`src/rtl/imem_loader.sv`:
```
// imem_loader: framed byte-stream loader that fills instruction memory and releases cpu reset after a checksum-verified frame
module imem_loader #(
  parameter int DEPTH = 1024
) (
  input  logic        clk,
  input  logic        rst,
  input  logic        byte_valid,
  input  logic [7:0]  byte_data,
  output logic        byte_ready,
  output logic        wr_en,
  output logic [31:0] wr_addr,
  output logic [31:0] wr_data,
  output logic        cpu_rst,
  output logic        done,
  output logic        error,
  output logic [31:0] checksum
);
  localparam int IW = $clog2(DEPTH + 1);
  typedef enum logic [2:0] {HDR, DATA, CSUM, DONE, ERR} state_t;
  state_t state, state_nxt;
  logic [1:0] cnt;
  logic [23:0] sh;
  logic [31:0] word;
  logic [IW-1:0] n, idx;
  logic acc, last;
  assign byte_ready = !rst && (state == HDR || state == DATA || state == CSUM);
  assign acc = byte_valid && byte_ready;
  assign last = acc && cnt == 2'd3;
  assign word = {byte_data, sh};
  always_comb begin
    state_nxt = !last ? state :
                state == HDR  ? (word > 32'(DEPTH) ? ERR : word == '0 ? CSUM : DATA) :
                state == DATA ? (idx == n - IW'(1) ? CSUM : DATA) :
                state == CSUM ? (word == checksum ? DONE : ERR) : state;
  end
  always_ff @(posedge clk) begin
    if (rst) begin
      state <= HDR;
      cnt <= '0;
      sh <= '0;
      n <= '0;
      idx <= '0;
      wr_en <= 1'b0;
      wr_addr <= '0;
      wr_data <= '0;
      checksum <= '0;
      done <= 1'b0;
      error <= 1'b0;
      cpu_rst <= 1'b1;
    end else begin
      state <= state_nxt;
      cnt <= state_nxt != state ? 2'd0 : cnt + 2'(acc);
      if (acc) sh <= {byte_data, sh[23:8]};
      wr_en <= last && state == DATA;
      if (last && state == HDR) begin
        n <= word[IW-1:0];
        idx <= '0;
      end
      if (last && state == DATA) begin
        wr_addr <= 32'(idx) << 2;
        wr_data <= word;
        checksum <= checksum + word;
        idx <= idx + IW'(1);
      end
      done <= state_nxt == DONE;
      error <= state_nxt == ERR;
      cpu_rst <= state_nxt != DONE;
    end
  end
endmodule

```
`config.mk`:
```
export PLATFORM = sky130hd
export DESIGN_NAME = imem_loader
export DESIGN_NICKNAME = d
export VERILOG_FILES = /design/src/rtl/imem_loader.sv
export SDC_FILE = /design/constraint.sdc
export NUM_CORES = 1
export LEC_CHECK = 0
export CAP_MARGIN = 5
export CORE_UTILIZATION = 50
export DETAILED_ROUTE_END_ITERATION = 10
export PLACE_DENSITY = 0.75
export SLEW_MARGIN = 20
export SYNTH_ARGS = -nofsm -noshare
export SYNTH_HDL_FRONTEND = slang
export SYNTH_SLANG_ARGS = --single-unit
```
`constraint.sdc`:
```
create_clock -name clk -period 3.2 [get_ports clk]
set_clock_uncertainty 0.2 [all_clocks]
set_input_delay 0.64 -clock clk [delete_from_list [all_inputs] [get_ports clk]]
set_output_delay 0.64 -clock clk [all_outputs]
set_load 0.01 [all_outputs]
```
==> impl_metrics.json, run 1 <==
{
  "place.gp.congestion": 0.957,
  "clkTransAtPathRegs_ns": 0.06,
  "p_total_uw": 3660,
  "cp-start-kind": "flop",
  "seqPwrFrac_pct": 44.9,
  "cts_buffer_depth": 2,
  "rows": 42,
  "antenna_found_initial": 0,
  "ys_seq_elements": 130,
  "io_pins": 112,
  "diodes": 0,
  "viasPerCell": 5.72,
  "cts_root_buf": "clkbuf_16",
  "synth_top_flop_cell": "dfxtp_1",
  "ff2ff_path_depth": 9,
  "drc": 0,
  "reg2reg_to": "checksum[27]$_SDFFE_PP0P_",
  "crit_type": "flop to flop",
  "power.share.clock_pct": 50.1,
  "synthCells": 909,
  "fillers": 1167,
  "grt_start_max_net_pins": 93,
  "ctsResizeCount": 0,
  "clock_latency_ns": 0.42,
  "hold_path_end": "wr_addr[11]$_SDFFE_PP0P_",
  "vias": 6920,
  "grt_overflow": 0,
  "ant_nets": 0,
  "max_freq_ghz": 0.325,
  "grt_setup_unrepaired": "no",
  "cp_data_arrival_time_ns": 3.15,
  "async_flop_share_pct": 0,
  "avgSynthCellArea_sq_um": 7.73,
  "hold_start": "wr_addr[11]$_SDFFE_PP0P_",
  "period_needed_ns": 3.07,
  "post-route-period-util_pct": 96.1,
  "synth-edff-count": 0,
  "grt_pass1_wl_mm": 32.4,
  "worst_pin_slew_ns": 0.991,
  "maxSlewHeadroom_pct": 34.0,
  "dpl.hpwl_mm": 14.2,
  "comb_power_share_pct": 5.1,
  "final_common_cell": "nand2_1",
  "p_int_uw": 2850,
  "finalMaxSlewViolations": 0,
  "finalWirelength_mm": 20.0,
  "path_max_fanout": 6,
  "routedWlPerCell_um": 16.6,
  "hold_path_depth": 2,
  "endpoint_kind": "flop",
  "netlist_area_sq_um": 7030,
  "fin_ws_ns": 0.126,
  "htreeDepth": 4,
  "coreArea_sq_um": 13500,
  "netSwitchingPower_uw": 809,
  "cts_hold_buf": 0,
  "r2r-start": "checksum[5]$_SDFFE_PP0P_",
  "max-cap-violations": 0,
  "fin_util_pct": 66.3,
  "syn2layout_area_growth_pct": 26.8,
  "r2r_slack_ns": 0.13,
  "finalNetCount": 1070,
  "cellLeakagePower_uw": 0.00344,
  "grt_pass1_vias": 6317,
  "fp.dieH_um": 121,
  "cts_buffers": 17,
  "cts_tree": "done",
  "hold_viol_final": 0,
  "globalRouteTotalUtil_pct": 28.4,
  "start_util_pct": 52.2,
  "synth_cell_type_count": 68,
  "ys_seq_area_share_pct": 37.0,
  "netSwitchingFraction_pct": 22.1,
  "cp.required_ns": 3.28,
  "ir_drop_v": 0.000468,
  "status": "completed",
  "drive_above_1_share_pct": 10.4,
  "drt_iter0_markers": 662,
  "cellPowerDensity_nw_per_um2": 410,
  "clock_sinks": 130,
  "mostFrequentLayoutCells": "192 x nand2_1, 129 x dfxtp_1, 118 x a21oi_1",
  "postCtsSetupBuffers": 0,
  "setup_violations": 0,
  "die_w_um": 121,
  "numPortBuffers": 90,
  "drtPass1Iterations": 6,
  "hold_path_class": "flop to flop",
  "dpl_worst_slack_ns": -0.0620,
  "yosys_warnings": 0,
  "die-area_sq_um": 14500
}
how the worst max path moves through the flow:
stage	from	end	slack [ns]	cells past startpoint
finish	checksum[5]$_SDFFE_PP0P_	checksum[27]$_SDFFE_PP0P_	0.13	9
floorplan	checksum[6]$_SDFFE_PP0P_	checksum[27]$_SDFFE_PP0P_	0.37	8
global route	checksum[5]$_SDFFE_PP0P_	checksum[27]$_SDFFE_PP0P_	0.002	9
CTS	checksum[5]$_SDFFE_PP0P_	checksum[27]$_SDFFE_PP0P_	0.08	9
detailed placement	byte_data[4]	cpu_rst$_SDFF_PP1_	-0.06	9
global placement	byte_data[5]	cpu_rst$_SDFF_PP1_	-0.03	9
metrics by stage:
step	cells	hold WS, ns	area, sq um	setup TNS, ns
2_1_floorplan	929	0.248	7100	0
3_3_place_gp	1181	0.241	8350	-0.0435
3_5_place_dp	1181	0.246	8350	-0.153
4_1_cts	1210	0.253	8900	0
5_1_grt	1210	0.269	8910	0
6_report	1210	0.250	8910	0
sequential cells by signal (all words and copies together), names as in the netlist, 2 cells and up:
| signal | count |
|---|---|
| checksum | 32 |
| cnt | 2 |
| idx | 11 |
| n | 11 |
| sh | 24 |
| state | 3 |
| wr_addr | 11 |
| wr_data | 32 |
per-layer routing:
metal,track usage (%),vias up,share of wire [%]
met5,0,-,0
met4,8.33,0,1.9
met3,6.32,37,6.9
met2,43.8,266,44
met1,39.6,3206,47
li1,-,3411,-
Yosys cell counts, drive strengths merged, types with 3 or more instances:
master,n,area (sq um)
a211oi,7,57.6
nor2b,4,25.0
nand2b,5,31.3
mux2i,3,30.0
and3,11,68.8
nor2,35,131
o31ai,5,37.5
inv,18,67.6
ha,34,425
a2111oi,3,27.5
nand2,193,724
a31o,4,35.0
nand3,46,230
nor3,15,75.1
o21ai,51,255
xnor2,19,166
or4,6,52.6
o21a,5,37.5
nor4,17,121
o311ai,3,26.3
o31a,3,26.3
a31oi,5,31.3
buf,33,216
clkbuf,42,158
nor3b,7,52.6
xor2,19,166
o22ai,3,18.8
nand3b,4,30.0
o211ai,9,67.6
a21o,5,37.5
nand4,11,68.8
dfxtp,130,2600
a21oi,118,591
o21bai,3,22.5
kinds of logic after synthesis:
group	share of synthesized area, %
other cells	0.0534
buf+inv	6.34
mux	0.427
simple gates	24.3
flops	37.0
xor+xnor	4.74
fa+ha+maj	6.34
compound gates	20.8
critical path, cell delays in order (launching register included):
cell	delay [ns]
dfxtp_1	0.34
ha_1	0.45
nor3_1	0.19
and4b_1	0.24
a311oi_2	0.38
o211ai_1	0.22
a2111oi_2	0.42
buf_4	0.17
mux2i_1	0.18
o311ai_0	0.15
power by group through the flow:
stage / registers (uW) / logic (uW) / clock network (uW)
floorplan: 1670 / 120 / 0
global placement: 1670 / 178 / 0
detailed placement: 1670 / 180 / 0
CTS: 1640 / 181 / 1840
global route: 1640 / 200 / 1910
finish: 1640 / 185 / 1830
layout make-up:
class	count	area, sq um	share of cell area, %
Multi-Input combinational cell	705	4070	45.7
Inverter	19	71.3	0.800
Timing Repair Buffer	151	1390	15.6
Sequential cell	130	2600	29.2
Clock buffer	24	502	5.63
Tap cell	176	220	2.47
Clock inverter	5	52.6	0.590
Power figures use the tool's default switching activity.
==> run 2, diff against run 1 <==
--- a/config.mk
+++ b/config.mk
@@ -5,8 +5,10 @@
 export SDC_FILE = /design/constraint.sdc
 export NUM_CORES = 1
 export LEC_CHECK = 0
+export ABC_CLOCK_PERIOD_IN_PS = 3200
 export CAP_MARGIN = 5
 export CORE_UTILIZATION = 50
+export CTS_CLUSTER_SIZE = 8
 export DETAILED_ROUTE_END_ITERATION = 10
 export PLACE_DENSITY = 0.75
 export SLEW_MARGIN = 20
==> results of run 2 <==
Final layout, timing and power as in run 1 (identical DEF).
